==> src/rtl/da_pkg.sv <==
// Shared types, constants and the OBC slice encoder for the DA bit-slice feeder.
// Latency: n/a (types and a pure function only).
// Backpressure: n/a.
// Contents: gen_state_e FSM states, T_W slice-index width, DA_K tap count,
//           obc_encode(bits) -> {A0, addr[DA_K-2:0]}.
package da_pkg;

  typedef enum logic {IDLE, SHIFT} gen_state_e;

  localparam int T_W  = 8;
  localparam int DA_K = 9;

  // Offset-binary coding: tap 0 picks the LUT half (kept as A0), every other
  // tap becomes an address bit that is 1 when it agrees with tap 0.
  function automatic logic [DA_K-1:0] obc_encode(input logic [DA_K-1:0] bits);
    logic [DA_K-1:0] enc;
    enc[DA_K-1] = bits[0];
    for (int i = 1; i < DA_K; i++) begin
      enc[i-1] = ~(bits[i] ^ bits[0]);
    end
    return enc;
  endfunction

endpackage

==> src/rtl/da_obc_encode.sv <==
// Combinational OBC encoder for one bit slice across all taps.
// Latency: 0 cycles (pure combinational).
// Backpressure: none; output follows input.
// Ports: i_bits  - slice bit of each tap (bit i = tap i)
//        o_a0    - tap 0 bit
//        o_addr  - OBC address bits for taps 1..DA_K-1
module da_obc_encode
  import da_pkg::*;
(
  input  logic [DA_K-1:0] i_bits,
  output logic            o_a0,
  output logic [DA_K-2:0] o_addr
);

  logic [DA_K-1:0] w_enc;

  assign w_enc  = obc_encode(i_bits);
  assign o_a0   = w_enc[DA_K-1];
  assign o_addr = w_enc[DA_K-2:0];

endmodule

==> src/rtl/da_bitslice_gen.sv <==
// Accepts a K-tap activation/weight vector and streams the activations LSB-first as OBC LUT addresses.
// Latency: accept at cycle n -> slice t=0 at n+1; frame spans n+1..n+DATA_WIDTH_A, no bubble between frames.
// Backpressure: in_ready only in IDLE and on the sign slice; source must hold A_in/B_in until accepted.
// Ports: clk/rst (async active-low), in_valid/in_ready handshake, A_in/B_in vector inputs,
//        gen_done slice valid, A0/addr_array OBC slice, t slice index, B_temp frame weights,
//        frame_last high with gen_done on the sign slice.
module da_bitslice_gen
  import da_pkg::*;
#(
  parameter int DATA_WIDTH_A = 16,
  parameter int DATA_WIDTH_B = 16,
  parameter int K            = DA_K
) (
  input  logic                             clk,
  input  logic                             rst,
  input  logic                             in_valid,
  output logic                             in_ready,
  input  logic [K-1:0][DATA_WIDTH_A-1:0]   A_in,
  input  logic [K-1:0][DATA_WIDTH_B-1:0]   B_in,
  output logic                             gen_done,
  output logic                             A0,
  output logic [K-2:0]                     addr_array,
  output logic [T_W-1:0]                   t,
  output logic [K-1:0][DATA_WIDTH_B-1:0]   B_temp,
  output logic                             frame_last
);

  localparam logic [T_W-1:0] LAST_T = T_W'(DATA_WIDTH_A - 1);

  gen_state_e                     r_state;
  gen_state_e                     w_state_nxt;
  logic [K-1:0][DATA_WIDTH_A-1:0] r_sh;
  logic                           w_accept;
  logic                           w_load;
  logic                           w_adv;
  logic [T_W-1:0]                 w_t_nxt;
  logic [K-1:0]                   w_slice;
  logic                           w_a0;
  logic [K-2:0]                   w_addr;

  always_comb begin
    w_accept    = in_valid & in_ready;
    w_state_nxt = r_state;
    w_load      = 1'b0;
    w_adv       = 1'b0;
    w_t_nxt     = t;
    case (r_state)
      IDLE: begin
        if (w_accept) begin
          w_state_nxt = SHIFT;
          w_load      = 1'b1;
          w_t_nxt     = '0;
        end
      end
      SHIFT: begin
        if (t != LAST_T) begin
          w_adv   = 1'b1;
          w_t_nxt = t + T_W'(1);
        end else if (w_accept) begin
          // Back-to-back frame: restart at slice 0 on the same edge.
          w_load  = 1'b1;
          w_t_nxt = '0;
        end else begin
          w_state_nxt = IDLE;
        end
      end
      default: w_state_nxt = IDLE;
    endcase
  end

  // Slice 0 comes straight from the inputs on the accept edge; later slices
  // come from the LSBs of the shift registers, which were pre-shifted at load.
  always_comb begin
    w_slice = '0;
    for (int i = 0; i < K; i++) begin
      w_slice[i] = w_load ? A_in[i][0] : r_sh[i][0];
    end
  end

  da_obc_encode u_obc (
    .i_bits (w_slice),
    .o_a0   (w_a0),
    .o_addr (w_addr)
  );

  always_ff @(posedge clk or negedge rst) begin
    if (!rst) begin
      r_state    <= IDLE;
      r_sh       <= '0;
      in_ready   <= 1'b0;
      gen_done   <= 1'b0;
      A0         <= 1'b0;
      addr_array <= '0;
      t          <= '0;
      B_temp     <= '0;
      frame_last <= 1'b0;
    end else begin
      r_state  <= w_state_nxt;
      gen_done <= (w_state_nxt == SHIFT);
      in_ready <= (w_state_nxt == IDLE) || (w_t_nxt == LAST_T);
      if (w_load) begin
        for (int i = 0; i < K; i++) begin
          r_sh[i] <= {1'b0, A_in[i][DATA_WIDTH_A-1:1]};
        end
        B_temp <= B_in;
      end else if (w_adv) begin
        for (int i = 0; i < K; i++) begin
          r_sh[i] <= {1'b0, r_sh[i][DATA_WIDTH_A-1:1]};
        end
      end
      // Slice outputs only move when a slice is produced; they hold while idle.
      if (w_load || w_adv) begin
        A0         <= w_a0;
        addr_array <= w_addr;
        t          <= w_t_nxt;
        frame_last <= (w_t_nxt == LAST_T);
      end
    end
  end

endmodule
==> config.mk <==
export PLATFORM = sky130hd
export DESIGN_NAME = da_bitslice_gen
export DESIGN_NICKNAME = d
export VERILOG_FILES = /design/src/rtl/da_pkg.sv /design/src/rtl/da_obc_encode.sv /design/src/rtl/da_bitslice_gen.sv
export SDC_FILE = /design/constraint.sdc
export NUM_CORES = 1
export LEC_CHECK = 0
export CAP_MARGIN = 20
export CORE_MARGIN = 2
export CORE_UTILIZATION = 41
export DETAILED_ROUTE_END_ITERATION = 7
export PLACE_DENSITY = 0.76
export SYNTH_ARGS = -nofsm -noshare
export SYNTH_HDL_FRONTEND = slang
export SYNTH_HIERARCHICAL = 1
export SYNTH_SLANG_ARGS = --single-unit
==> constraint.sdc <==
create_clock -name clk -period 2.8 [get_ports clk]
set_clock_uncertainty 0.1 [all_clocks]
set_input_delay 0.56 -clock clk [delete_from_list [all_inputs] [get_ports clk]]
set_output_delay 0.56 -clock clk [all_outputs]
set_load 0.02 [all_outputs]
==> impl_summary.log, run 1 <==
[metrics] number of buffers between clock root and the deepest sink: 3
[metrics] First DRT Iteration DRCs: 559
[metrics] highest fanout seen on the critical path: 9
[metrics] hold-fix buffers at CTS: 1
[metrics] vias in the first global route: 10,114
[metrics] utilization after layout: 62.23%
[metrics] area of the core region: 0.02980 mm²
[metrics] clock sink count: 299
[metrics] final number of hold-violating endpoints: 0
[metrics] number of core rows: between 60 and 70
[metrics] setup repair after global routing missed its margin: no
[metrics] met1 Track Usage GR: 28.39%
[metrics] Post-Layout Inst Area: 0.01854 mm²
[metrics] CP required: 3080 ps
[metrics] fin. max-slew vios: 0
[metrics] Fillers: around 2,400
[metrics] routed length per placed instance: 19.33 µm
[metrics] placed cell areas: 0.01742 mm²
[metrics] max-capacitance violation count: 0
[metrics] vertical extent of the die: 178.4 µm
[metrics] DP Worst Slack: 124.2 ps
[metrics] clock insertion delay at the later pin of the skew report: 500 ps
[metrics] slew at the pin closest to its max-slew limit: roughly 600 ps
[metrics] final setup margin: about 140 ps
[metrics] Die Footprint: 0.03183 mm²
[metrics] footprint of the multi-input gates: 0.004586 mm²
[metrics] Clk pin slew, worst setup/hold paths: 60 ps
[metrics] Clock H-tree levels: 2
[metrics] count of flip-flops with a built-in enable after synthesis: 0
[metrics] async set-or-reset flop fraction in the synthesized netlist: 100.0%
[metrics] Post-layout nets: between 1,500 and 2,000
[metrics] layout cells sized above 1: 10.98%
[metrics] hold_ws: 382.5 ps
[metrics] element type at the critical path start: register
[metrics] # IOs: 455
[metrics] final routed DRC violation total: 0
[metrics] worst ir drop on vdd: 0.3733 mV
[metrics] total vias in the final route: slightly above 10,000
[metrics] Worst slew margin: about 60%
[metrics] kind of end point of the critical path: register
[metrics] footprint of the flip-flops and latches: 0.007485 mm²
[metrics] total congestion overflow: 0
[metrics] cells after synthesis: 1,134
[metrics] critical path data arrival time: 2940 ps
[metrics] die span in x: 178.4 µm
[metrics] per-cell via count in the routed design: 5.110
[metrics] antenna violations before repair: 3
[metrics] synthesized netlist net count: 1,426
[metrics] first-pass GRT wire length: roughly 57 mm
[metrics] Setup TNS: 0 ps
[metrics] total of flip-flops plus latches after synthesis: 299
[metrics] met3 global-route usage: 6.223%
[metrics] final critical path time including I/O delays and setup: ~2700 ps
[metrics] Inserted Clock Buffers: 34
[metrics] cells resized by post-CTS repair: 0
[metrics] Fmax achieved: 0.3753 GHz
[metrics] PD cells: 500.9 mW/mm²
[metrics] aggregate routed wire length: 38.20 mm
[metrics] # Post-CTS Setup Buffers: 0
[metrics] most common cell after layout, fill and taps aside: sky130_fd_sc_hd__clkdlybuf4s50_1
[metrics] number of antenna-violating nets in the routed design: 0
[metrics] post-synth cell types: 38
[metrics] Starting Density: 41.85%
[metrics] root buffer cell: sky130_fd_sc_hd__clkbuf_16
[metrics] layer carrying the most global-route usage: met2
[metrics] Area Growth Syn to Fin: 48.68%
[metrics] GPL Wtd Cong: 0.8630
[metrics] Yosys warning total: 6
[metrics] maximum number of pins on one net before global-route repair: 79
[metrics] gr usage total: 23.26%
[metrics] sequential fraction of the synthesis area: 60.00%
[metrics] Post-Syn Area: between 0.01 and 0.015 mm²
[metrics] post-DP HPWL: approximately 28 mm
[metrics] global routing met2 resource utilization: 38.27%
[metrics] leakage power summed over all cells: 8.040 nW
[metrics] status: finished clean
[metrics] number of setup violations in the final report: 0
[metrics] number of buffers added on ports: 454
[metrics] synthesized area divided by synthesized cell count: 11.00 µm²
[metrics] category of the critical setup timing path: register to register
[metrics] most common flop cell mapped by yosys: sky130_fd_sc_hd__dfrtp_1
[metrics] CTS tree: done
[metrics] type of the worst min-delay path: register to register
[metrics] number of detailed-routing iterations run before antenna repair: 7
[metrics] final worst path period share: 95.15%
[metrics] highest-count cells in the layout ignoring fill and taps: sky130_fd_sc_hd__clkdlybuf4s50_1, sky130_fd_sc_hd__dfrtp_1, sky130_fd_sc_hd__nand2_1
[per-stage QoR]
stage | instances | total power, mW
floorplan | 1134 | 4.405
global placement | 1919 | 4.922
detailed placement | 1919 | 4.921
CTS | 1975 | 9.395
global route | 1975 | 9.602
finish | 1976 | 9.288
[cell families after synthesis]
group                      Yosys count  share of synthesized area [%]
xor gates and xnor gates             9                         0.6321
muxes                              162                          14.63
buffers and inverters               81                          3.371
and+or+nand+nor                    426                          13.28
AOI/OAI and AO/OA                  156                          7.986
DFF                                299                          60.00
adders and majority gates            1                         0.1003
[synth_stat cells (all sizes together) (2+ instances only)]
cell type	count	area, µm²
nor3	3	15.01
a31oi	126	788.3
buf	46	289.0
nand2	276	1036
dfrtp	299	7482
clkbuf	34	127.6
nand3	7	35.03
a21oi	10	50.05
mux2	162	1824
nor2	132	511.7
xnor2	8	70.07
o21a	2	22.52
nand4	2	12.51
a221oi	2	17.52
o21ai	7	38.79
o21bai	2	15.01
[state kept, by name, indices dropped and copies added (netlist names)]
signal and flops:
B_temp 144, r_sh 135, addr_array 8, t 8, A0 1, frame_last 1, in_ready 1, r_state 1
[power breakdown]
| group | total, mW | internal (mW) | switching [mW] |
|---|---|---|---|
| Clock | 4.45 | 2.73 | 1.71 |
| Sequential | 4.32 | 4.32 | 0 |
| Combinational | 0.520 | 0.367 | 0.153 |
| Total | 9.29 | 7.42 | 1.87 |
[metal layers]
metal / part of all wire, % / vias to the layer above
met4: 5.0 / 4
met3: 7.7 / 95
met2: 48 / 380
li1: - / 4721
met1: 39 / 4897
met5: 0.063 / -
[worst paths after layout]
check                           start            end  slack, ps  cells after the start
max                              t[5]  addr_array[3]        140                      6
min reg2reg                B_temp[36]     B_temp[36]        380                      1
max reg2reg                      t[5]  addr_array[3]        140                      6
max in group asynchronous         rst       r_sh[71]       1380                      3
min                        B_temp[36]     B_temp[36]        380                      1
min in group asynchronous         rst      r_sh[116]        480                      2
[critical path, cell delays in order (launching register included)]
cell and delay (ps):
sky130_fd_sc_hd__dfrtp_2 450, sky130_fd_sc_hd__or4_4 590, sky130_fd_sc_hd__o21a_4 260, sky130_fd_sc_hd__nor2_8 120, sky130_fd_sc_hd__mux2_1 540, sky130_fd_sc_hd__xnor2_1 220
sky130_fd_sc_hd__mux2_2 280
[layout make-up]
class / instances / share of cell area, %
well taps: 390 / 2.632
flip-flops and latches: 299 / 40.37
multi-input cells: 754 / 24.73
diodes: 1 / 0.01350
clock inverters: 8 / 0.6411
repair buffers: 476 / 26.25
clock buffers: 47 / 5.344
inverters: 1 / 0.02024
Power figures use the tool's default switching activity.
==> run 2: changes to the inputs <==
- SLEW_MARGIN: not set -> 5
==> results of run 2 <==
Same layout as run 1: the final DEF is identical, and so are final timing and power.
==> run 3: changes to the inputs <==
- CAP_MARGIN: 20 -> 0
- CTS_CLUSTER_DIAMETER: not set -> 200
==> results of run 3 <==
Same layout as run 1: the final DEF is identical, and so are final timing and power.
